==> src/rtl/sd_cmd_tx_ctrl_if.sv <==
// Host-side command handshake between the command register logic and
// sd_cmd_tx_ctrl.
//   start_i      request to send a frame (sampled with ready_o)
//   ready_o      controller idle and able to accept
//   cmd_index_i  6-bit command index, captured on accept
//   cmd_arg_i    32-bit argument, captured on accept
//   done_o       one-cycle pulse coinciding with the end bit
// master: host side, slave: the controller.
interface sd_cmd_tx_ctrl_if;
  logic        start_i;
  logic        ready_o;
  logic [5:0]  cmd_index_i;
  logic [31:0] cmd_arg_i;
  logic        done_o;

  modport master (
    output start_i, cmd_index_i, cmd_arg_i,
    input  ready_o, done_o
  );

  modport slave (
    input  start_i, cmd_index_i, cmd_arg_i,
    output ready_o, done_o
  );
endinterface

==> src/rtl/sd_cmd_tx_ctrl.sv <==
// SD CMD-line frame transmitter. Sends one 48-bit command frame
// {start=0, tx=1, index[5:0], arg[31:0], crc7[6:0], end=1}, one bit per clk_i
// cycle, MSb first, and drives an external serial CRC7 generator: the 40
// header/argument bits are fed to it, then it is told to shift its result out.
//
// Ports:
//   clk_i        SD card clock, one CMD bit per cycle
//   rst_ni       synchronous active-low reset (shared with the CRC7 instance)
//   host         command handshake (sd_cmd_tx_ctrl_if.slave)
//   cmd_o        serial CMD data
//   cmd_oe_o     CMD pad output enable
//   crc_dat_o    serial data into the CRC7 generator
//   crc_shift_o  CRC7 generator shift-out select
//   crc_ser_i    CRC7 generator serial result (its registered MSb)
//   abort_i      (only with SDHCI_CMD_TX_ABORT_EN) abandon the frame in flight
//
// Parameter NCC_GAP (0..255): idle cycles with CMD released after the end bit.
//
// Build option: define SDHCI_CMD_TX_ABORT_EN to add abort_i. An abort during
// the header or CRC phase releases CMD on the next cycle, suppresses done_o,
// and flushes the CRC7 register with 7 zero shift-out cycles before the gap.
module sd_cmd_tx_ctrl #(
  parameter int unsigned NCC_GAP = 8
) (
  input  logic             clk_i,
  input  logic             rst_ni,
  sd_cmd_tx_ctrl_if.slave  host,
`ifdef SDHCI_CMD_TX_ABORT_EN
  input  logic             abort_i,
`endif
  output logic             cmd_o,
  output logic             cmd_oe_o,
  output logic             crc_dat_o,
  output logic             crc_shift_o,
  input  logic             crc_ser_i
);

  typedef enum logic [2:0] {
    S_IDLE,
    S_HDR,
    S_CRC,
    S_END,
    S_GAP,
    S_FLUSH
  } state_t;

  localparam logic [7:0] GAP_LOAD = 8'(NCC_GAP);

  state_t      state_q, state_d;
  // Bit counter covers the 40/7-cycle phases; the gap needs its own 8-bit
  // counter because NCC_GAP may exceed what 6 bits hold.
  logic [5:0]  bit_cnt_q, bit_cnt_d;
  logic [7:0]  gap_cnt_q, gap_cnt_d;
  logic [39:0] sreg_q, sreg_d;
  logic        abort_req;

`ifdef SDHCI_CMD_TX_ABORT_EN
  assign abort_req = abort_i;
`else
  assign abort_req = 1'b0;
`endif

  always_ff @(posedge clk_i) begin
    if (!rst_ni) begin
      state_q   <= S_IDLE;
      bit_cnt_q <= '0;
      gap_cnt_q <= '0;
      sreg_q    <= '0;
    end else begin
      state_q   <= state_d;
      bit_cnt_q <= bit_cnt_d;
      gap_cnt_q <= gap_cnt_d;
      sreg_q    <= sreg_d;
    end
  end

  always_comb begin
    state_d      = state_q;
    bit_cnt_d    = bit_cnt_q;
    gap_cnt_d    = gap_cnt_q;
    sreg_d       = sreg_q;
    host.ready_o = 1'b0;
    host.done_o  = 1'b0;
    cmd_o        = 1'b1;
    cmd_oe_o     = 1'b0;
    crc_dat_o    = 1'b0;
    crc_shift_o  = 1'b0;

    unique case (state_q)
      S_IDLE: begin
        host.ready_o = 1'b1;
        if (host.start_i) begin
          state_d   = S_HDR;
          bit_cnt_d = 6'd40;
          sreg_d    = {2'b01, host.cmd_index_i, host.cmd_arg_i};
        end
      end

      S_HDR: begin
        cmd_o     = sreg_q[39];
        cmd_oe_o  = 1'b1;
        crc_dat_o = sreg_q[39];
        sreg_d    = {sreg_q[38:0], 1'b0};
        if (abort_req) begin
          state_d   = S_FLUSH;
          bit_cnt_d = 6'd7;
        end else if (bit_cnt_q == 6'd1) begin
          state_d   = S_CRC;
          bit_cnt_d = 6'd7;
        end else begin
          bit_cnt_d = bit_cnt_q - 6'd1;
        end
      end

      S_CRC: begin
        // The generator's MSb is already registered, so it can go straight
        // to the pad in the same cycle the shift is requested.
        cmd_o       = crc_ser_i;
        cmd_oe_o    = 1'b1;
        crc_shift_o = 1'b1;
        if (abort_req) begin
          // Restarting the flush count leaves the CRC register all-zero
          // regardless of how many result bits were already shifted out.
          state_d   = S_FLUSH;
          bit_cnt_d = 6'd7;
        end else if (bit_cnt_q == 6'd1) begin
          state_d   = S_END;
          bit_cnt_d = '0;
        end else begin
          bit_cnt_d = bit_cnt_q - 6'd1;
        end
      end

      S_END: begin
        cmd_o       = 1'b1;
        cmd_oe_o    = 1'b1;
        host.done_o = 1'b1;
        if (GAP_LOAD != 8'd0) begin
          state_d   = S_GAP;
          gap_cnt_d = GAP_LOAD;
        end else begin
          state_d   = S_IDLE;
        end
      end

      S_GAP: begin
        if (gap_cnt_q == 8'd1) begin
          state_d   = S_IDLE;
          gap_cnt_d = '0;
        end else begin
          gap_cnt_d = gap_cnt_q - 8'd1;
        end
      end

      S_FLUSH: begin
        crc_shift_o = 1'b1;
        if (bit_cnt_q == 6'd1) begin
          bit_cnt_d = '0;
          if (GAP_LOAD != 8'd0) begin
            state_d   = S_GAP;
            gap_cnt_d = GAP_LOAD;
          end else begin
            state_d   = S_IDLE;
          end
        end else begin
          bit_cnt_d = bit_cnt_q - 6'd1;
        end
      end

      default: state_d = S_IDLE;
    endcase
  end

endmodule
==> src/flat_wrapper.sv <==
// flat-port wrapper written by rule: the top's interface ports become plain ports
module sd_cmd_tx_ctrl_flat 
#(
  parameter int unsigned NCC_GAP = 8
)
  (clk_i, rst_ni, cmd_o, cmd_oe_o, crc_dat_o, crc_shift_o, crc_ser_i, host_start_i, host_cmd_index_i, host_cmd_arg_i, host_ready_o, host_done_o);
  sd_cmd_tx_ctrl_if host_i ();
  input  logic clk_i;
  input  logic rst_ni;
  output logic cmd_o;
  output logic cmd_oe_o;
  output logic crc_dat_o;
  output logic crc_shift_o;
  input  logic crc_ser_i;
  input wire logic [$bits(host_i.start_i)-1:0] host_start_i;
  input wire logic [$bits(host_i.cmd_index_i)-1:0] host_cmd_index_i;
  input wire logic [$bits(host_i.cmd_arg_i)-1:0] host_cmd_arg_i;
  output wire logic [$bits(host_i.ready_o)-1:0] host_ready_o;
  output wire logic [$bits(host_i.done_o)-1:0] host_done_o;
  assign host_i.start_i = host_start_i;
  assign host_i.cmd_index_i = host_cmd_index_i;
  assign host_i.cmd_arg_i = host_cmd_arg_i;
  assign host_ready_o = host_i.ready_o;
  assign host_done_o = host_i.done_o;
  sd_cmd_tx_ctrl #(.NCC_GAP(NCC_GAP)) u_core (.clk_i(clk_i), .rst_ni(rst_ni), .host(host_i), .cmd_o(cmd_o), .cmd_oe_o(cmd_oe_o), .crc_dat_o(crc_dat_o), .crc_shift_o(crc_shift_o), .crc_ser_i(crc_ser_i));
endmodule
==> config.mk <==
export PLATFORM = sky130hd
export DESIGN_NAME = sd_cmd_tx_ctrl_flat
export DESIGN_NICKNAME = d
export VERILOG_FILES = /design/src/rtl/sd_cmd_tx_ctrl_if.sv /design/src/rtl/sd_cmd_tx_ctrl.sv /design/src/flat_wrapper.sv
export SDC_FILE = /design/constraint.sdc
export NUM_CORES = 1
export LEC_CHECK = 0
export BUFFER_PORTS_ARGS = -buffer_cell sky130_fd_sc_hd__buf_2
export CORE_MARGIN = 3
export CORE_UTILIZATION = 55
export CTS_BUF_LIST = sky130_fd_sc_hd__clkbuf_2 sky130_fd_sc_hd__clkbuf_4 sky130_fd_sc_hd__clkbuf_8
export CTS_CLUSTER_SIZE = 8
export DETAILED_ROUTE_END_ITERATION = 10
export PLACE_DENSITY = 0.83
export SLEW_MARGIN = 20
export SYNTH_ARGS = -nofsm -noshare
export SYNTH_HDL_FRONTEND = slang
export SYNTH_SLANG_ARGS = --single-unit
export TNS_END_PERCENT = 100
==> constraint.sdc <==
create_clock -name clk_i -period 2.1 [get_ports clk_i]
set_input_delay 0.105 -clock clk_i [delete_from_list [all_inputs] [get_ports clk_i]]
set_output_delay 0.105 -clock clk_i [all_outputs]
set_load 0.05 [all_outputs]
---- Word-level counts from Yosys, hierarchy flattened ----
Cells that the tools add are included.
storage, ports and cells
  register bits after elaboration ......... 57
  output and inout port bits .............. 6
  input bits .............................. 42
  logic and storage cells ................. 49
cells by class
  eq/ne operators ......................... 12
  mux-type cells .......................... 21
  reductions and logical operators ........ 10
  add/subtract/negate cells ............... 2
operator list
  operator                                                number
  case mux 40 bit (2 select lines)                        1
  two-way mux 40 bit                                      1
  case mux 8 bit (3 select lines)                         1
  two-way mux 6 bit                                       3
  case mux 3 bit (6 select lines)                         1
  case mux 6 bit (3 select lines)                         1
  two-way mux 8 bit                                       2
  two-way mux 3 bit                                       5
  equality test 8 x 1 -> 1 bit (second input constant)    1
  inequality test 2 x 1 -> 1 bit (second input constant)  4
  subtractor 8 x 1 -> 8 bit (second input constant)       1
  equality test 3 x 2 -> 1 bit (second input constant)    2
  equality test 3 bit (second input constant)             2
  equality test 6 x 1 -> 1 bit (second input constant)    1
  AND reduction 2 bit                                     3
  nonzero test 3 bit                                      2
  subtractor 6 x 1 -> 6 bit (second input constant)       1
  two-way mux 1 bit                                       5
  AND reduction 5 bit                                     1
  equality test 3 x 1 -> 1 bit (second input constant)    1
  logical NOT 3 bit                                       1
  OR reduction 3 bit                                      1
  inequality test 2 bit (second input constant)           1
  case mux 1 bit (2 select lines)                         1
  other kinds (2)                                         2

---- Longest topological paths before layout ----
  depth in word-level cells ............... 4
  gate-level depth with buffers ........... 6
  depth with buffers taken out ............ 6

---- Worst setup path after synthesis ----
Ideal clock, no wire load.
  path kind ............................... register -> register
  from .................................... register u_core.state_q[1]
  to ...................................... register u_core.sreg_q[16]
  clock period less this slack ............ 2.539 ns
  setup time .............................. 0.091 ns
  buffers on the path ..................... 2
  stages on the path, launching flop included .. 7
  slack ................................... -0.439 ns
  arrival ................................. 2.448 ns
  required time ........................... 2.009 ns
  path through ............................ dfxtp_1 > nor3_1 > a21o_1 > buf_2 > buf_4 > nor2_1 > a311oi_1
on the way
  longest elaborated chain between the ends .. 3
  elaborated cells on any way between the ends .. 6
  those cells by class .................... 2 x eq/ne; 1 x mux; 3 x reduce/logical
ends and longest elaborated chain
  item                                                                          RTL line              RTL
  start: declaration                                                            sd_cmd_tx_ctrl.sv:49  state_t state_q, state_d;
  start signal: assignment                                                      sd_cmd_tx_ctrl.sv:70  state_q <= state_d;
  equality test 3 x 1 -> 1 bit / logical NOT 3 bit (equally long branches)      sd_cmd_tx_ctrl.sv:89  unique case (state_q)
  nonzero test 2 bit (no line) / inequality test 2 bit (equally long branches)  -
  AND reduction 2 bit (no line)                                                 -
  end signal: assignment                                                        sd_cmd_tx_ctrl.sv:73  sreg_q <= sreg_d;
  end: declaration                                                              sd_cmd_tx_ctrl.sv:54  logic [39:0] sreg_q, sreg_d;
Several ways; a longest one is shown, not always the timed one.
A chain may end at the register's enable or synchronous reset.

---- Worst setup path after layout ----
  from .................................... register u_core.state_q[1]
  to ...................................... output crc_shift_o
on the way
  longest elaborated chain between the ends .. 3
  elaborated cells on any way between the ends .. 4
  those cells by class .................... 2 x eq/ne; 1 x mux; 1 x reduce/logical
ends and longest elaborated chain
  item                                                                        RTL line              RTL
  equality test 3 x 2 -> 1 bit / equality test 3 bit (equally long branches)  sd_cmd_tx_ctrl.sv:89
  OR reduction 2 bit (no line) (*)                                            -
  two-way mux 1 bit (*)                                                       sd_cmd_tx_ctrl.sv:89
  end: declaration                                                            flat_wrapper.sv:13    output logic crc_shift_o;
Mark *: on every way between the ends. The rest lies on a longest branch, timed or not.

==> run summary <==
Data on the critical path is required at its endpoint by 2000 ps. The number of nets in the layout is 450. The synthesis-to-finish area growth is 21.14%. The count of buffer and inverter cells on the critical path came out at 1. In this run, CTS created clock tree buffers numbering 9.

The worst hold path endpoint is u_core.sreg_q[0]$_SDFFE_PN0P_. The row count is 25. In this run the count of I/O pins placed on the die edge is 48. The origin of the critical flop-to-flop path is u_core.state_q[1]$_SDFFE_PN0P_.

The worst setup path is captured at an output port. The maximum ir drop on the vdd rail came out at 752.3 µV. After clock tree synthesis, the clock-pin slew on the worst setup and hold paths is roughly 70 ps. The wire length of the first global-routing pass is 10700 µm. The logic gate share of total power is 35.7%.

Buffers placed on the I/O ports in this run total 47. The internal power summed over all cells is 0.002947 W. The power share of the clock group came out at 27.5%. STA classifies the critical path startpoint as a flip-flop. The relative contribution of sequential cells to total power is 36.7%. The signal on the critical path passes through or3b_2 > nand2_1 > buf_2. The number of resized instances in the post-cts repair step came out at 0. The first detailed-routing pass ran for 5 iterations. The remaining global-route overflow came out at 0. The initial antenna violation count came to 0. The final hold violation count is 0. The detailed-route DRC error count came out at 0. In the layout the commonest cells are nand2_1, dfxtp_1, nor2_1. The pin slew with the least headroom to its limit is roughly 650 ps. TritonCTS built the clock tree. The number of register bits inferred by synthesis came out at 57. Data on the critical path arrives at its endpoint at approximately 1900 ps.

The number of nets still failing antenna checks after routing is 0. Dividing the detail-routed via count by the number of cells gives 5.666. The count of mapped cells out of synthesis is roughly 360.

Across the run, the number of max-cap violations was 0. The startpoint identified for the worst hold timing path is host_cmd_arg_i[0]. The final cycle utilization of the critical path came out at a little over nine tenths.

The number of fillers in the final layout came out at 398. The maximum operating frequency is 499.4 MHz. The endpoint identified for the worst register-to-register timing path is u_core.bit_cnt_q[2]$_SDFFE_PN0P_.

The total routing usage reported by global routing came out at 21.89%. The switching power share of the total came out at 36.36%. The width of the die is 77.05 µm. For this run, the leading register cell type out of synthesis is dfxtp_1.

The count of routing violations after the opening detailed-route iteration is 177. The clock latency on the worst-skew pair came out at approximately 330 ps. The floorplan step defined a die boundary enclosing between 0.005 and 0.006 mm².

The clock tree skew after final layout came out at 5.491 ps. The buffers inserted during post-CTS setup optimization came out at 0. The placer's final routability congestion estimate is slightly below 0.9.

After clock tree synthesis, the flow added hold-fix buffers numbering 0. The net switching power figure came out at ~0.0017 W. The number of antenna diodes in the final layout is 0. Once the floorplan was initialized, standard cells occupied 58.01% of the core. For this design the static power due to leakage is 1.419 nW.

The kind of critical path is reg2out. During synthesis, Yosys emitted a total of 0 warnings. Wires add up to 6315 µm.

The mean routed wirelength per cell is 13.27 µm. The min-delay analysis places its worst path in the category in2reg. The register area is ~0.0011 mm². The height of the chip is 77.05 µm. The worst reg-to-reg setup slack is 140 ps. The power per cell area came out at between 1000 and 1500 mW/mm². The count of unique library cells instantiated by Yosys came out at 45.

Setup repair after global routing left no endpoint under its margin. The final-report max-slew violation count is 0. Counting along the longest clock path gives a buffer depth of 2. The number of sinks on the clock net is 57. The post-synthesis average cell area came out at approximately 7.7 µm². The pin count of the biggest net entering global routing came out at 45. The root buffer cell chosen for the clock tree is clkbuf_8.

Grouping stages by cell kind, the critical path spends the most delay in simple AND/OR/NAND/NOR gates. The post-synthesis net count is 405. The number of cell instances on the worst register-to-register path came out at 4. The synthesized design contains 0 enable-type register cells.

The worst stage delay on the critical path came out at 650 ps. The share of final-layout standard cells stronger than drive strength 1 came out at 21.03%. Adding up every negative setup slack in the final design gives 0 ps. The multi-input logic area is 0.001495 mm². The critical-path maximum fanout came out at 17. The worst slew margin relative to its limit came out at 56.06%. The area of the placeable core is 0.004786 mm². For this design, the slowest cell found on the critical path is dfxtp_1. The final critical delay including setup and external delays is ~2000 ps. The post-synthesis sequential area ratio is 41.10%. Leaving out fill and tap cells, the most frequent cell in the layout is nand2_1. The HPWL after detailed placement is around 4100 µm.

The flow ran to the end, and the final reports show no timing, DRC or antenna violations. The share of flip-flops with an asynchronous set or reset after synthesis came out at 0%. Summing every instance area after synthesis gives roughly 0.0028 mm².

Setup violations remaining at the end of the flow were counted as 0. The total number of vias came out at 2697. The H-tree level count came out at 3. The cell depth of the worst min-delay path came out at 3. The post-route core utilization came out at roughly 70%. The number of global-route vias before repair came out at 2418.
worst max-delay path by stage:
stage / endpoint / startpoint / depth (start not counted) / slack (ps)
6_report: crc_shift_o / u_core.state_q[1]$_SDFFE_PN0P_ / 3 / 100
3_5_place_dp: u_core.bit_cnt_q[2]$_SDFFE_PN0P_ / u_core.state_q[1]$_SDFFE_PN0P_ / 4 / 190
4_1_cts: crc_shift_o / u_core.state_q[1]$_SDFFE_PN0P_ / 3 / 110
2_1_floorplan: u_core.sreg_q[30]$_SDFFE_PN0P_ / u_core.state_q[1]$_SDFFE_PN0P_ / 6 / 70
3_3_place_gp: u_core.bit_cnt_q[2]$_SDFFE_PN0P_ / u_core.state_q[1]$_SDFFE_PN0P_ / 4 / 250
5_1_grt: crc_shift_o / u_core.state_q[1]$_SDFFE_PN0P_ / 3 / 7
cells by family after synthesis:
family | after synthesis | share of synthesized area (%)
simple gates | 180 | 28.12
mux | 2 | 0.7211
flops | 57 | 41.10
buf+inv | 37 | 5.497
fa+ha+maj | 4 | 1.803
compound gates | 79 | 22.76
worst reg2reg max path: cells and delay by family (launching register included):
kind | cells | cell delay, ps
AO/OA/AOI/OAI | 3 | 710
flip-flops | 1 | 650
AND/OR/NAND/NOR | 1 | 560
final cells by class:
class / count / share of cell area [%]
flip-flops and latches: 57 / 33.93
multi-input cells: 265 / 44.46
clock inverters: 5 / 3.051
repair buffers: 59 / 10.42
clock buffers: 11 / 4.315
well taps: 67 / 2.493
inverters: 12 / 1.339
cells in the mapped netlist, drive strengths merged, types with 3 or more instances:
cell     n  area (µm²)
nor2    52       195.2
a21oi   14       70.07
o21ai    4       20.02
nand2b   4       25.02
buf      7       40.03
or3      4       25.02
o221ai   5       43.79
nor3     4       20.02
a22oi    4       30.03
clkbuf  18       67.56
nor2b    3       18.77
a311oi  37       324.1
ha       4       50.05
inv     11       41.29
o221a    4       45.04
dfxtp   57        1141
nand2   94       352.8
or3b     3       26.28
power by group through the flow:
stage	combinational, W	sequential (W)	clock, W
after global placement	0.00160	0.00169	0
after global routing	0.00185	0.00174	0.00134
after floorplan	0.00126	0.00165	0
after detailed placement	0.00164	0.00171	0
final	0.00165	0.00170	0.00127
after CTS	0.00165	0.00169	0.00129
flip-flops by register name (all words and copies together) (netlist names):
register and flops:
u_core.state_q 3, u_core.gap_cnt_q 8, u_core.bit_cnt_q 6, u_core.sreg_q 40
per-stage QoR:
step                hold slack, ps  power, W  std cells  worst slack (ps)  cell area [µm²]
floorplan                    260.7  0.002903        359             73.30             2781
global placement             353.5  0.003289        460             250.2             3115
detailed placement           357.8  0.003347        460             193.7             3115
CTS                          17.28  0.004640        476             108.1             3363
global route                 21.22  0.004936        476             6.599             3363
finish                       25.38  0.004631        476             97.47             3363
routing by layer:
| metal | global-route usage [%] | up-vias | routed length, µm |
|---|---|---|---|
| li1 | - | 1365 | - |
| met2 | 34.67 | 77 | 2954 |
| met3 | 5.634 | 9 | 344 |
| met4 | 9.253 | 0 | 82 |
| met1 | 28.28 | 1246 | 2934 |
| met5 | 0 | - | 0 |
No activity file was read; power rests on OpenSTA's default activity.
